`src/rtl/stage_if_if.sv`:
```
// Instruction-memory request/response bus between the fetch stage (master) and imem (slave).
interface stage_if_if;
  logic        imem_req;
  logic [31:0] imem_addr;
  logic        imem_ready;
  logic        imem_rvalid;
  logic [34:0] imem_rdata;

  modport master (
    output imem_req,
    output imem_addr,
    input  imem_ready,
    input  imem_rvalid,
    input  imem_rdata
  );

  modport slave (
    input  imem_req,
    input  imem_addr,
    output imem_ready,
    output imem_rvalid,
    output imem_rdata
  );
endinterface

```
`src/rtl/stage_if.sv`:
```
// Instruction fetch stage: PC generation, in-order imem requests, PC-tagged fetch queue.
// Optional IF_RESP_BYPASS_EN: a response that fills the queue head drives the output in the same cycle.
module stage_if #(
  parameter int unsigned DEPTH    = 4,
  parameter logic [31:0] RESET_PC = 32'h0000_0000,
  parameter logic [34:0] NOP_INST = 35'h000000013
) (
  input  logic        clk,
  input  logic        rst,
  input  logic        ctrl_stall,
  input  logic        br_redirect,
  input  logic [31:0] br_target,
  stage_if_if.master  imem,
  output logic        if_valid,
  output logic [34:0] if_inst,
  output logic [31:0] if_pc
);
  localparam int unsigned AW = (DEPTH > 1) ? $clog2(DEPTH) : 1;
  localparam int unsigned PW = AW + 1;
  // Responses still owed by memory for discarded fetches; sized for several back-to-back redirects.
  localparam int unsigned DW = AW + 4;

  logic [31:0]      pc;
  logic [PW-1:0]    alloc_ptr;
  logic [PW-1:0]    fill_ptr;
  logic [PW-1:0]    rd_ptr;
  logic [DW-1:0]    drop_cnt;
  logic [DEPTH-1:0] filled;
  logic [31:0]      pc_q   [DEPTH];
  logic [34:0]      inst_q [DEPTH];

  logic [PW-1:0] count;
  logic [PW-1:0] out_cnt;
  logic [AW-1:0] alloc_idx;
  logic [AW-1:0] fill_idx;
  logic [AW-1:0] rd_idx;
  logic          issue;
  logic          rv_drop;
  logic          rv_fill;
  logic          head_filled;
  logic          bp_hit;
  logic          consume;

  assign count     = alloc_ptr - rd_ptr;
  assign out_cnt   = alloc_ptr - fill_ptr;
  assign alloc_idx = alloc_ptr[AW-1:0];
  assign fill_idx  = fill_ptr[AW-1:0];
  assign rd_idx    = rd_ptr[AW-1:0];

  // Fullness is judged on the pre-consume count, so a full queue never issues.
  assign imem.imem_req  = !rst && (count != PW'(DEPTH)) && !br_redirect;
  assign imem.imem_addr = pc;
  assign issue          = imem.imem_req && imem.imem_ready;

  assign rv_drop     = imem.imem_rvalid && (drop_cnt != '0);
  assign rv_fill     = imem.imem_rvalid && (drop_cnt == '0) && (out_cnt != '0);
  assign head_filled = (count != '0) && filled[rd_idx];

`ifdef IF_RESP_BYPASS_EN
  assign bp_hit = rv_fill && (fill_ptr == rd_ptr) && !br_redirect;
`else
  assign bp_hit = 1'b0;
`endif

  assign if_valid = head_filled || bp_hit;
  assign if_inst  = head_filled ? inst_q[rd_idx] : (bp_hit ? imem.imem_rdata : NOP_INST);
  assign if_pc    = (count != '0) ? pc_q[rd_idx] : pc;
  assign consume  = if_valid && !ctrl_stall && !br_redirect;

  always_ff @(posedge clk or posedge rst) begin
    if (rst) begin
      pc        <= RESET_PC;
      alloc_ptr <= '0;
      fill_ptr  <= '0;
      rd_ptr    <= '0;
      drop_cnt  <= '0;
      filled    <= '0;
    end else if (br_redirect) begin
      // Every unfilled entry still has a response coming; one arriving now is already discarded.
      pc        <= br_target & 32'hFFFF_FFFC;
      alloc_ptr <= '0;
      fill_ptr  <= '0;
      rd_ptr    <= '0;
      drop_cnt  <= drop_cnt + DW'(out_cnt) - DW'(rv_drop || rv_fill);
    end else begin
      if (issue) begin
        alloc_ptr         <= alloc_ptr + PW'(1);
        pc                <= pc + 32'd4;
        filled[alloc_idx] <= 1'b0;
      end
      if (rv_drop) begin
        drop_cnt <= drop_cnt - DW'(1);
      end
      if (rv_fill) begin
        fill_ptr <= fill_ptr + PW'(1);
        if (!(bp_hit && consume)) begin
          filled[fill_idx] <= 1'b1;
        end
      end
      if (consume) begin
        rd_ptr <= rd_ptr + PW'(1);
      end
    end
  end

  always_ff @(posedge clk) begin
    if (issue) begin
      pc_q[alloc_idx] <= pc;
    end
    if (rv_fill && !br_redirect) begin
      inst_q[fill_idx] <= imem.imem_rdata;
    end
  end

`ifndef SYNTHESIS
  a_orphan_rvalid : assert property (@(posedge clk) disable iff (rst)
    imem.imem_rvalid |-> ((drop_cnt != '0) || (out_cnt != '0)));
`endif

endmodule

```
`src/flat_wrapper.sv`:
```
// flat-port wrapper written by rule: the top's interface ports become plain ports
module stage_if_flat 
#(
  parameter int unsigned DEPTH    = 4,
  parameter logic [31:0] RESET_PC = 32'h0000_0000,
  parameter logic [34:0] NOP_INST = 35'h000000013
)
  (clk, rst, ctrl_stall, br_redirect, br_target, if_valid, if_inst, if_pc, imem_imem_req, imem_imem_addr, imem_imem_ready, imem_imem_rvalid, imem_imem_rdata);
  stage_if_if imem_i ();
  input  logic clk;
  input  logic rst;
  input  logic ctrl_stall;
  input  logic br_redirect;
  input  logic [31:0] br_target;
  output logic if_valid;
  output logic [34:0] if_inst;
  output logic [31:0] if_pc;
  output wire logic [$bits(imem_i.imem_req)-1:0] imem_imem_req;
  output wire logic [$bits(imem_i.imem_addr)-1:0] imem_imem_addr;
  input wire logic [$bits(imem_i.imem_ready)-1:0] imem_imem_ready;
  input wire logic [$bits(imem_i.imem_rvalid)-1:0] imem_imem_rvalid;
  input wire logic [$bits(imem_i.imem_rdata)-1:0] imem_imem_rdata;
  assign imem_imem_req = imem_i.imem_req;
  assign imem_imem_addr = imem_i.imem_addr;
  assign imem_i.imem_ready = imem_imem_ready;
  assign imem_i.imem_rvalid = imem_imem_rvalid;
  assign imem_i.imem_rdata = imem_imem_rdata;
  stage_if #(.DEPTH(DEPTH), .RESET_PC(RESET_PC), .NOP_INST(NOP_INST)) u_core (.clk(clk), .rst(rst), .ctrl_stall(ctrl_stall), .br_redirect(br_redirect), .br_target(br_target), .imem(imem_i), .if_valid(if_valid), .if_inst(if_inst), .if_pc(if_pc));
endmodule
```
`config.mk`:
```
export PLATFORM = sky130hd
export DESIGN_NAME = stage_if_flat
export DESIGN_NICKNAME = d
export VERILOG_FILES = /design/src/rtl/stage_if_if.sv /design/src/rtl/stage_if.sv /design/src/flat_wrapper.sv
export SDC_FILE = /design/constraint.sdc
export NUM_CORES = 1
export LEC_CHECK = 0
export ABC_AREA = 1
export ABC_CLOCK_PERIOD_IN_PS = 3900
export BUFFER_PORTS_ARGS = -buffer_cell sky130_fd_sc_hd__buf_2
export CORE_MARGIN = 10
export CORE_UTILIZATION = 46
export CTS_BUF_LIST = sky130_fd_sc_hd__clkbuf_4 sky130_fd_sc_hd__clkbuf_8
export CTS_CLUSTER_DIAMETER = 60
export DETAILED_ROUTE_END_ITERATION = 16
export GPL_TIMING_DRIVEN = 0
export HOLD_SLACK_MARGIN = 0.08
export PLACE_DENSITY = 0.66
export SLEW_MARGIN = 25
export SYNTH_ARGS = -nofsm -noshare
export SYNTH_HDL_FRONTEND = slang
export SYNTH_SLANG_ARGS = --single-unit
```
`constraint.sdc`:
```
create_clock -name clk -period 3.9 [get_ports clk]
set_input_delay 0.195 -clock clk [delete_from_list [all_inputs] [get_ports clk]]
set_output_delay 0.195 -clock clk [all_outputs]
set_load 0.1 [all_outputs]
```
* Yosys cells after proc, flatten, opt, wreduce, memory -nomap -nowiden
Memory sizes are Yosys's and may differ from the RTL's.
Cells that the tools add are included.
** Operators by class
- Add/subtract/negate cells :: 9
- Multipliers :: 0
- Div/mod/pow operators :: 0
- Magnitude comparators :: 5
- Equality and inequality tests :: 1
- Shift-type cells :: 0
- Mux-type cells :: 25
- Bitwise logic cells :: 3
- Reduce and logical (&&, ||, !) cells :: 24
** Operators by type and width (count)
- two-way mux 32 bit :: 3
- two-way mux 35 bit :: 1
- adder 32 x 3 -> 32 bit (second input constant) :: 1
- two-way mux 3 bit :: 6
- logical AND 1 bit :: 12
- two-way mux 4 bit :: 3
- two-way mux 6 bit :: 2
- adder 3 x 1 -> 3 bit (second input constant) :: 3
- < comparator 2 x 3 -> 1 bit (second input constant) :: 3
- nonzero test 2 bit :: 4
- two-way mux 1 bit :: 7
- adder 6 x 3 -> 6 bit :: 1
- zero test 6 bit :: 1
- nonzero test 3 bit :: 2
- nonzero test 6 bit :: 1
- subtractor 3 bit :: 2
- subtractor 6 x 1 -> 6 bit :: 1
- subtractor 6 x 1 -> 6 bit (second input constant) :: 1
- bitwise AND 4 bit :: 1
- demux 1 bit (select 2 bit) :: 2
- >= comparator 2 x 1 -> 1 bit (second input constant) :: 2
- inverter 4 bit :: 1
- OR 4 bit :: 1
- zero test 1 bit :: 3
- 3 further kinds :: 3
** Storage, ports and cells
- Flip-flop bits (word level) :: 51
- Latch bits :: 0
- RAM bits :: 268
- Memory bits (read-only) :: 0
- Input port bits :: 73
- Output and inout bits :: 101
- Word-level logic and storage cells :: 75
- Memories :: 2
** Memory list
- u_core.inst_q :: words 4, width 35, read ports 1, clocked after memory_dff 0, write ports 1, RTL line stage_if.sv:30 : logic [34:0] inst_q [DEPTH];
- u_core.pc_q :: words 4, width 32, read ports 1, clocked after memory_dff 0, write ports 1, RTL line stage_if.sv:29 : logic [31:0] pc_q [DEPTH];

* Depth between registers and ports, before layout
Gate-level depths: netlist of the first run.
- Word-level depth :: 10
- Depth in mapped cells :: 19
- Gate-level depth less buffers :: 19

* Worst setup path before layout of the first run
Ideal clock, no wire load.
- Path kind :: register to output
- From :: register u_core.rd_ptr[1]
- To :: output if_pc[10]
- Data arrival time :: 3.723 ns
- Data required time :: 3.705 ns
- Setup slack :: -0.018 ns
- Stages on the path, launching flop included :: 11
- Path buffers :: 3
- Cell sequence :: dfrtp_1 -> inv_1 -> buf_2 -> buf_2 -> ha_1 -> nand2_1 -> nand2_1 -> nand2_1 -> nand3_4 -> buf_4 -> o21ai_0
** Between the ends
- Word-level cells in the longest chain between the ends :: 3
- Elaborated cells between the ends (all ways) :: 4
- Those cells by class :: 1 x add/sub; 1 x mux; 1 x reduce/logical; 1 x memory
** RTL lines
- from (decl) :: RTL line stage_if.sv:26 : logic [PW-1:0] rd_ptr;
- from (signal assigned) :: RTL line stage_if.sv:101 : rd_ptr <= rd_ptr + PW'(1);
- subtractor 3 bit :: RTL line stage_if.sv:44 : assign count = alloc_ptr - rd_ptr;
- nonzero test 3 bit :: RTL line stage_if.sv:67 : assign if_pc = (count != '0) ? pc_q[rd_idx] : pc;
- two-way mux 32 bit (*) :: RTL line stage_if.sv:67
- to (decl) :: RTL line flat_wrapper.sv:17 : output logic [31:0] if_pc;
Every way passes the cells marked *; elsewhere a longest branch is shown, timed or not.

* Worst setup path after layout of the first run
- From :: register u_core.rd_ptr[1]
- To :: output if_inst[0]
** Between the ends
- Word-level cells in the longest chain between the ends :: 4
- Elaborated cells between the ends (all ways) :: 7
- Those cells by class :: 1 x add/sub; 3 x mux; 2 x reduce/logical; 1 x memory
** RTL lines
- subtractor 3 bit / binary-select mux 1 bit (select 2 bit) (equally long branches) :: RTL line stage_if.sv:44, stage_if.sv:57
- nonzero test 3 bit / two-way mux 1 bit (equally long branches) :: RTL line stage_if.sv:57 : assign head_filled = (count != '0) && filled[rd_idx];
- logical AND 1 bit :: RTL line stage_if.sv:57
- two-way mux 35 bit (*) :: RTL line stage_if.sv:66 : assign if_inst = head_filled ? inst_q[rd_idx] : (bp_hit ? imem.imem_rdata : NOP_INST);
- to (decl) :: RTL line flat_wrapper.sv:16 : output logic [34:0] if_inst;
Every way passes the cells marked *; elsewhere a longest branch is shown, timed or not. The select of a mux whose other input is x is not followed.

==> flow_metrics.tcl, run 1 <==
set metrics [dict create \
    synth_commonest_cells "nor2_1, edfxtp_1, nand2_1" \
    holdPathStages 5 \
    min-delay-start "imem_imem_ready" \
    critPathSlowestCell "dfrtp_1" \
    place_area_um2 15710 \
    crit-reg2reg-launch "u_core.alloc_ptr[0]$_DFFE_PP0N_" \
    critical_path_buf_inv_count 5 \
    multiInputGateArea_um2 4432 \
    die_w_um 195.3 \
    drive_gt1_share_pct 18.97 \
    drc_errors 0 \
    routed_wl_mm 41.21 \
    fin_util_pct 57.85 \
    skew_ps 44.21 \
    setup_tns_ps 0 \
    synth_area_um2 14140 \
    status "finished, final reports clean" \
    cts_made_buffers 50 \
    powerDensity_nw_per_um2 496.9 \
    ys_async_sr_fraction_pct 15.86 \
    avgRoutedWirePerCell_um 19.44 \
    fmax_ghz 0.2675 \
    root_buffer "clkbuf_8" \
    cp.arrival_ps 3540 \
    nets 1783 \
    netlist_instances 1384 \
    antenna_found_initial 0 \
    crit_type "register to output port" \
    vdd_ir_drop_max_uv 439.3 \
    worst_pin_slew_ps 647.5 \
    holdCritPathClass "primary input to register" \
    start_util_pct 46.47 \
    leakagePower_nw 7.113 \
    seq_area_um2 9034 \
    synth_top_area_share_pct 55.21 \
    die_area_um2 38150 \
    postCtsSetupBuffers 0 \
    final_area_um2 17600 \
    fill_cells 2596 \
    num_rows 64 \
    grt.total_usage_pct 20.87 \
    ys_warn_count 0 \
    crit_family "buffers and inverters" \
    grt_pass1_vias 11243 \
    yosysUniqueCellTypes 35 \
    firstDrtPassIters 5 \
    maxSlewHeadroom_pct 56.84 \
    coreArea_um2 30430 \
    cts.sinks 309 \
    finalSetupViolCount 0 \
    period_needed_ps 3739 \
    syn_to_final_growth_pct 24.48 \
    grt_max_degree 50 \
    synth_top_area_cell "edfxtp_1" \
    grt_pass1_wl_mm 63.12 \
    cpMostUsedCell "nand2_1" \
    dp_hpwl_mm 28.35 \
    clock_latency_ps 610 \
    overflow 0 \
    synth_area_leaders "edfxtp_1, dfrtp_1, nor2_1, nand2_1, o21ai_0" \
    hold_viol_final 0 \
    cp_max_fo 10 \
    r2r_setup_slack_ps 490 \
    io_pins 174 \
    drt-initial-drc-count 1069 \
    endpoint_kind "output port" \
    ys_seq_elements 309 \
    cts_buffer_depth 3 \
    r2r_end "u_core.drop_cnt[4]$_DFFE_PP0P_" \
    slew_viol_final 0 \
    fin_hold_ws_ps 179.8 \
    reg2reg_depth 18 \
    chipHeight_um 195.3 \
    io_buffers 167 \
    fin_crit_sh_pct 95.87 \
    synth_most_common_cell "nor2_1" \
    cts_tree "yes" \
    slowest_delay_ps 510 \
    synth-main-ff-cell "edfxtp_1" \
    clk_transition_reported_paths_ps 70 \
    required_ps 3700 \
    holdPathEnd "u_core.filled[2]$_DFFE_PP0N_" \
    antenna_left 0 \
    max_cap_violations 0 \
    diodes 0 \
    h-tree-depth 2 \
    yosysSeqAreaShare_pct 63.88 \
    rsz0062_at_grt "no" \
    avgSynthCellArea_um2 10.22 \
    crit_chain "inv_1 -> clkbuf_4 -> clkbuf_4 -> ha_1 -> nand2_1 -> nand2_1 -> nand2_1 -> nand3_4 -> nand2_2 -> inv_1 -> o221ai_1 -> buf_2" \
    crit_path_start_kind "register" \
    gp_congestion 0.9259 \
    vias_per_cell 5.362 \
    synth_edf_count 260 \
    num_vias 11367 \
]
area by class of cell:
cell class,count,share of cell area (%)
plain buffers,73,2.424
clock buffers,60,4.336
clock inverters,33,1.493
inverters,78,1.692
multi-input cells,927,25.18
flip-flops and latches,309,51.32
well taps,396,2.815
repair buffers,244,10.75
cells in the final DEF, fill, tap and decap left out, drive strengths merged, types with 49 or more instances in the layout:
master and instances:
nand3 95, o21ai 179, dlygate4sd3 69, buf 181
nand2 251, nor2 271, edfxtp 260, clkbuf 127
dfrtp 49, inv 80
sequential cells by signal, indices dropped and copies added, names as in the netlist:
name                   cells
u_core.inst_q            140
u_core.alloc_ptr           3
u_core.fill_ptr            3
u_core.imem.imem_addr     30
u_core.rd_ptr              3
u_core.pc_q              120
u_core.filled              4
u_core.drop_cnt            6
repair_timing:
item	CTS	global route
hold buffers	69	0
hold endpoints to repair	225	0
endpoints found under the setup margin	15	64
gates resized for setup	15	59
per-layer routing:
layer / vias to the layer above / global-route usage [%] / wire (um) / share of wire, %
met1: 5524 / 26.95 / 17400 / 42
met5: - / 0 / 0 / 0
met2: 428 / 33.86 / 19690 / 48
met3: 64 / 5.550 / 3330 / 8.1
met4: 0 / 6.080 / 795 / 1.9
li1: 5351 / - / - / -
metrics by stage:
| stage | total power, mW | setup slack [ps] | std cells |
|---|---|---|---|
| 2_1_floorplan | 5.356 | -17.98 | 1387 |
| 3_3_place_gp | 5.806 | -1145 | 1950 |
| 3_5_place_dp | 5.845 | 495.6 | 1958 |
| 4_1_cts | 8.736 | 0.8882 | 2120 |
| 5_1_grt | 9.085 | 2.220 | 2120 |
| 6_report | 8.747 | 161.0 | 2120 |
cells by family after synthesis:
logic type / synth area share, %
AND/OR/NAND/NOR: 18.04
buffers and inverters: 5.070
flip-flops: 63.88
AO/OA/AOI/OAI: 9.370
XOR/XNOR: 1.115
other: 0.02652
adder cells (fa/ha/maj): 2.495
worst max-delay path by stage:
stage | start | to | slack (ps) | cells after the start
after global routing | u_core.rd_ptr[1]$_DFFE_PP0P_ | if_pc[25] | 2 | 11
after CTS | u_core.rd_ptr[1]$_DFFE_PP0P_ | if_pc[27] | 0.9 | 11
after floorplan | u_core.rd_ptr[1]$_DFFE_PP0P_ | if_pc[10] | -20 | 10
final | u_core.rd_ptr[1]$_DFFE_PP0P_ | if_inst[0] | 160 | 12
after global placement | u_core.rd_ptr[1]$_DFFE_PP0P_ | u_core.pc_q[3][26]$_DFFE_PP_ | -1150 | 10
after detailed placement | u_core.alloc_ptr[0]$_DFFE_PP0N_ | u_core.drop_cnt[4]$_DFFE_PP0P_ | 500 | 18
tightest hold or removal path: cells and delay by family:
kind            cells  cell delay, ps
simple gates        2             170
compound gates      1              90
buf+inv             2             290
where the power goes:
part	switching, mW	internal (mW)	leakage, nW
Sequential	0.167	3.71	2.96
Clock	1.33	1.53	0.543
Combinational	1.52	0.497	3.61
(Power assumes the default switching activity.)
==> inputs of run 2 (changes only) <==
==> constraint.sdc (replaced) <==
create_clock -name clk -period 3.9 [get_ports clk]
set_input_delay 0.195 -clock clk [delete_from_list [all_inputs] [get_ports clk]]
set_output_delay 0.195 -clock clk [all_outputs]
set_load 0.01 [all_outputs]
==> run 2 against run 1 <==
Compared with the run above:
- hold slack got worse by 7.1 ps
- clock-buffer cell count unchanged
- critical endpoint is now if_pc[4]
- combinational power decreased by 41%
- non-clock buffer count unchanged
- setup slack improved by 98 ps
- sequential cell count unchanged
- critical path depth decreased by 1
- global-route usage about the same
==> flow_metrics.tcl, run 2 (synthesized netlist as in run 1, its figures left out) <==
set metrics [dict create \
    clock_latency_ps 610 \
    cts_tree "yes" \
    fill_cells 2635 \
    avgRoutedWirePerCell_um 19.39 \
    numPlacedInstances 1958 \
    num_vias 11358 \
    cts_buffer_depth 3 \
    overflow 0 \
    holdPathStages 5 \
    multiInputGateArea_um2 4432 \
    crit_family "buffers and inverters" \
    slowest_delay_ps 480 \
    leakagePower_nw 7.105 \
    worst_pin_slew_ps 648.3 \
    die_area_um2 38150 \
    root_buffer "clkbuf_8" \
    setup_ws_ps 259.2 \
    hold_viol_final 0 \
    antenna_found_initial 0 \
    reg2reg_depth 18 \
    grt.total_usage_pct 20.87 \
    chipHeight_um 195.3 \
    drc_errors 0 \
    crit_type "register to output port" \
    status "finished, final reports clean" \
    nets 1783 \
    grt_max_degree 50 \
    antenna_left 0 \
    cp_max_fo 10 \
    critical_path_buf_inv_count 5 \
    clk_transition_reported_paths_ps 70 \
    start_util_pct 46.47 \
    diodes 0 \
    skew_ps 42.48 \
    postCtsSetupBuffers 0 \
    firstDrtPassIters 6 \
    slew_viol_final 0 \
    power_mw 7.914 \
    drt-initial-drc-count 1077 \
    die_w_um 195.3 \
    largest_reg_flops 140 \
    period_needed_ps 3641 \
    dp_hpwl_mm 28.35 \
    io_buffers 167 \
    pre_cts_slack_ps 495.6 \
    holdPathEnd "u_core.filled[2]$_DFFE_PP0N_" \
    layoutNonFillerInstCount 2120 \
    cts.sinks 309 \
    cpMostUsedCell "buf_2" \
    num_rows 64 \
    finalSetupViolCount 0 \
    min-delay-start "imem_imem_ready" \
    r2r_end "u_core.drop_cnt[4]$_DFFE_PP0P_" \
    critPathSlowestCell "dfrtp_1" \
    fin_crit_sh_pct 93.35 \
    setup_tns_ps 0 \
    syn_to_final_growth_pct 23.21 \
    top_register "u_core.inst_q" \
    coreArea_um2 30430 \
    r2r_setup_slack_ps 490 \
    powerDensity_nw_per_um2 454.2 \
    maxSlewHeadroom_pct 56.78 \
    vias_per_cell 5.358 \
    mostFrequentLayoutCell "nor2_1" \
    drive_gt1_share_pct 18.97 \
    max_cap_violations 0 \
    grt_pass1_vias 11252 \
    gp_congestion 0.9259 \
    crit_chain "inv_1 -> buf_2 -> buf_2 -> ha_1 -> a21oi_1 -> nand2_1 -> nand3_4 -> buf_4 -> nor2_1 -> a31oi_1 -> buf_2" \
    vdd_ir_drop_max_uv 439.8 \
    required_ps 3700 \
    crit-reg2reg-launch "u_core.alloc_ptr[0]$_DFFE_PP0N_" \
    fmax_ghz 0.2747 \
    cts_made_buffers 50 \
    h-tree-depth 2 \
    routed_wl_mm 41.11 \
    holdCritPathClass "primary input to register" \
    cp.arrival_ps 3450 \
    endpoint_kind "output port" \
    crit_path_start_kind "register" \
    seq_area_um2 9034 \
    rsz0062_at_grt "no" \
    layout_common_cells "nor2_1, edfxtp_1, nand2_1" \
    grt_pass1_wl_mm 63.11 \
    fin_hold_ws_ps 172.6 \
    io_pins 174 \
]
[run 2: cell types whose count changed in the layout (fill, tap and decap cells not counted)]
cell	previous run	this run
buf_2	129	192
buf_6	14	8
buf_4	29	15
clkbuf_4	53	10
[run 2: per-stage QoR]
step | util, % | cell area (um^2)
final | 57.26 | 17420
after global placement | 50.88 | 15480
after floorplan | - | 14150
after global routing | 57.26 | 17420
after CTS | 57.26 | 17420
after detailed placement | 51.62 | 15710
[run 2: worst max-delay path by stage]
stage / startpoint / endpoint / slack, ps / cells past startpoint
final: u_core.rd_ptr[1]$_DFFE_PP0P_ / if_pc[4] / 260 / 11
after global routing: u_core.rd_ptr[1]$_DFFE_PP0P_ / if_inst[3] / 70 / 11
after CTS: u_core.rd_ptr[1]$_DFFE_PP0P_ / if_inst[5] / 230 / 11
after detailed placement: u_core.alloc_ptr[0]$_DFFE_PP0N_ / u_core.drop_cnt[4]$_DFFE_PP0P_ / 500 / 18
after global placement: u_core.rd_ptr[1]$_DFFE_PP0P_ / u_core.pc_q[3][26]$_DFFE_PP_ / -1150 / 10
after floorplan: u_core.rd_ptr[1]$_DFFE_PP0P_ / u_core.pc_q[0][10]$_DFFE_PP_ / 500 / 10
[run 2: cell type report]
type / count / share of cell area (%)
multi-input combinational: 927 / 25.44
tap: 396 / 2.844
timing repair buffer: 244 / 9.853
clock buffer: 60 / 4.381
clock inverter: 33 / 1.508
sequential: 309 / 51.85
inverter: 78 / 1.709
buffer: 73 / 2.420
[run 2: worst reg2reg max path, stage by stage (launching register included)]
cell,delay (ps)
dfrtp_1,370
inv_1,150
ha_1,230
fa_1,420
xor2_1,160
nand2_1,60
nand2_1,90
nand2_1,90
nand2_1,150
nand2_1,70
ha_1,270
inv_1,50
ha_1,190
inv_1,70
fa_1,410
o21ai_0,230
a21oi_1,80
o21ai_0,80
a21oi_1,80
[run 2: layer usage]
metal / wire length, um / vias to the layer above / track usage [%]
met4: 812 / 0 / 5.854
li1: - / 5352 / -
met1: 17170 / 5501 / 26.96
met3: 3517 / 66 / 5.533
met2: 19610 / 439 / 33.95
met5: 0 / - / 0
[run 2: where the power goes]
part	switching (mW)	leakage [nW]	internal, mW
sequential	0.165	2.96	3.71
combinational	0.736	3.60	0.457
clock	1.33	0.543	1.53
total	2.23	7.11	5.69
[run 2: what timing repair did]
item | in CTS | in global routing
gates resized for setup | 0 | 0
hold buffers | 69 | 0
hold endpoints to repair | 225 | 0
==> inputs of run 3 (changes only) <==
--- a/config.mk
+++ b/config.mk
@@ -9,13 +9,12 @@
 export ABC_CLOCK_PERIOD_IN_PS = 3900
 export BUFFER_PORTS_ARGS = -buffer_cell sky130_fd_sc_hd__buf_2
 export CORE_MARGIN = 10
-export CORE_UTILIZATION = 46
+export CORE_UTILIZATION = 40
 export CTS_BUF_LIST = sky130_fd_sc_hd__clkbuf_4 sky130_fd_sc_hd__clkbuf_8
 export CTS_CLUSTER_DIAMETER = 60
 export DETAILED_ROUTE_END_ITERATION = 16
 export GPL_TIMING_DRIVEN = 0
 export HOLD_SLACK_MARGIN = 0.08
-export PLACE_DENSITY = 0.66
 export SLEW_MARGIN = 25
 export SYNTH_ARGS = -nofsm -noshare
 export SYNTH_HDL_FRONTEND = slang
==> run 3 against run 2 <==
Compared with the run above:
- first-iteration DRC count fell by 15%
- final cell count up 3.0%
- setup slack worse by 41 ps
- register-to-register slack got worse by 110 ps
- global-route usage shrank 1.8 points
- largest power group unchanged
- routed wire length up 3.1%
- sequential cell count stayed put
- fmax shrank 1.1%
- largest cell class unchanged
- design area grew 0.64%
- via count down 0.85%
- non-clock buffer count stayed put
==> flow_metrics.tcl, run 3 (synthesized netlist as in run 1, its figures left out) <==
set metrics [dict create \
    status "finished, final reports clean" \
    maxSlewHeadroom_pct 51.27 \
    slew_viol_final 0 \
    top_register "u_core.inst_q" \
    worst_pin_slew_ps 729.2 \
    chipHeight_um 208.0 \
    use_met1_pct 25.33 \
    grt_pass1_vias 11255 \
    diodes 0 \
    min-delay-start "imem_imem_ready" \
    endpoint_kind "output port" \
    clk_transition_reported_paths_ps 60 \
    layout_common_cells "nor2_1, edfxtp_1, nand2_1" \
    nets 1785 \
    required_ps 3700 \
    clockPowerShare_pct 37.0 \
    die_area_um2 43270 \
    num_rows 68 \
    grt_max_degree 50 \
    firstDrtPassIters 5 \
    holdCritPathClass "primary input to register" \
    numPlacedInstances 2017 \
    r2r_setup_slack_ps 380 \
    period_needed_ps 3681 \
    r2r_end "u_core.pc_q[3][28]$_DFFE_PP_" \
    clock_latency_ps 650 \
    holdPathEnd "u_core.filled[1]$_DFFE_PP0N_" \
    crit_path_start_kind "register" \
    drive_gt1_share_pct 19.20 \
    fin_hold_ws_ps 139.5 \
    setup_ws_ps 218.5 \
    antenna_left 0 \
    crit-reg2reg-launch "u_core.rd_ptr[1]$_DFFE_PP0P_" \
    p_sw_share_pct 28.15 \
    reg2reg_depth 11 \
    drc_errors 0 \
    fmax_ghz 0.2716 \
    io_buffers 167 \
    cts_tree "yes" \
    start_util_pct 40.74 \
    seq_area_um2 9034 \
    largest_reg_flops 140 \
    syn_to_final_growth_pct 24.00 \
    gp_congestion 0.9250 \
    fill_cells 3180 \
    skew_ps 35.70 \
    vdd_ir_drop_max_uv 369.5 \
    overflow 0 \
    coreArea_um2 34710 \
    io_pins 174 \
    cts_buffer_depth 3 \
    power_mw 8.034 \
    fin_crit_sh_pct 94.40 \
    root_buffer "clkbuf_8" \
    max_cap_violations 0 \
    routed_wl_mm 42.40 \
    powerDensity_nw_per_um2 458.2 \
    antenna_found_initial 0 \
    fin_util_pct 50.51 \
    met3_usage_pct 4.164 \
    drt-initial-drc-count 919 \
    power_frac_seq_pct 48.2 \
    multiInputGateArea_um2 4432 \
    grt.total_usage_pct 19.05 \
    crit_type "register to output port" \
    leakagePower_nw 7.123 \
    dp_hpwl_mm 29.07 \
    busiest_layer "met2" \
    die_w_um 208.0 \
    cp.arrival_ps 3490 \
    mostFrequentLayoutCell "nor2_1" \
    cp_max_fo 10 \
    met2_usage_pct 30.53 \
    h-tree-depth 2 \
    holdPathStages 5 \
    rsz0062_at_grt "no" \
    p_int_mw 5.773 \
    cts.sinks 309 \
    comb_power_share_pct 14.8 \
    layoutNonFillerInstCount 2184 \
    finalSetupViolCount 0 \
    grt_pass1_wl_mm 65.35 \
    vias_per_cell 5.157 \
    hold_viol_final 0 \
    p_switching_mw 2.262 \
    avgRoutedWirePerCell_um 19.41 \
    num_vias 11262 \
    cts_made_buffers 52 \
    pre_cts_slack_ps 396.1 \
]
[run 3: changes by cell type in the layout (fill, tap and decap cells not counted)]
cell / previous run / this run
clkinv_2: 11 / 7
buf_16: 4 / 2
buf_8: 0 / 1
clkinv_4: 1 / 0
clkinvlp_4: 0 / 1
o21ai_1: 23 / 25
inv_16: 1 / 0
buf_12: 4 / 5
clkinv_8: 1 / 2
clkbuf_4: 10 / 14
clkbuf_8: 50 / 56
o21ai_0: 154 / 152
bufinv_16: 3 / 2
[run 3: stage by stage]
stage          cell area, um^2  setup TNS (ps)
5_1_grt                  17530               0
4_1_cts                  17530               0
3_5_place_dp             15760               0
6_report                 17530               0
3_3_place_gp             15560         -138640
2_1_floorplan            14150               0
[run 3: layout make-up]
| cell class | count | share of cell area [%] |
|---|---|---|
| clock buffers | 70 | 4.995 |
| repair buffers | 244 | 9.676 |
| multi-input cells | 927 | 25.27 |
| inverters | 78 | 1.698 |
| well taps | 455 | 3.247 |
| flip-flops and latches | 309 | 51.52 |
| clock inverters | 28 | 1.185 |
| plain buffers | 73 | 2.405 |
[run 3: worst max-delay path by stage]
stage / start / end / slack (ps)
finish: u_core.rd_ptr[1]$_DFFE_PP0P_ / if_inst[3] / 220
floorplan: u_core.rd_ptr[1]$_DFFE_PP0P_ / u_core.pc_q[0][10]$_DFFE_PP_ / 500
CTS: u_core.rd_ptr[1]$_DFFE_PP0P_ / if_pc[2] / 140
global placement: u_core.rd_ptr[1]$_DFFE_PP0P_ / u_core.pc_q[3][22]$_DFFE_PP_ / -1190
global route: u_core.rd_ptr[1]$_DFFE_PP0P_ / if_inst[3] / 4
detailed placement: u_core.rd_ptr[1]$_DFFE_PP0P_ / u_core.pc_q[3][26]$_DFFE_PP_ / 400
[run 3: layer usage]
metal,wire length (um),share of wire (%),vias to the layer above
li1,-,-,5367
met1,18520,44,5402
met2,19830,47,419
met3,3107,7.3,74
met4,942,2.2,0
met5,0,0,-
[run 3: power by group through the flow]
stage	Combinational, mW	Clock (mW)	Sequential [mW]
2_1_floorplan	0.699	0	3.88
3_3_place_gp	1.11	0	3.93
3_5_place_dp	1.13	0	3.94
4_1_cts	1.20	3.02	3.87
5_1_grt	1.34	3.18	3.89
6_report	1.19	2.97	3.87
[run 3: repair_timing]
action,in CTS,in global routing
gates resized for setup,0,2
hold buffers,69,0
hold endpoints to repair,227,0
endpoints found under the setup margin,0,2
setup buffers,0,0
[run 3: worst max-delay path: stages (launching register included)]
cell and delay, ps:
dfrtp_1 480, inv_1 200, buf_2 300, buf_2 310, ha_1 300, a21oi_1 190
nand2_1 110, nand3_4 160, nand2_2 180, buf_6 190, a21oi_1 230, buf_2 190
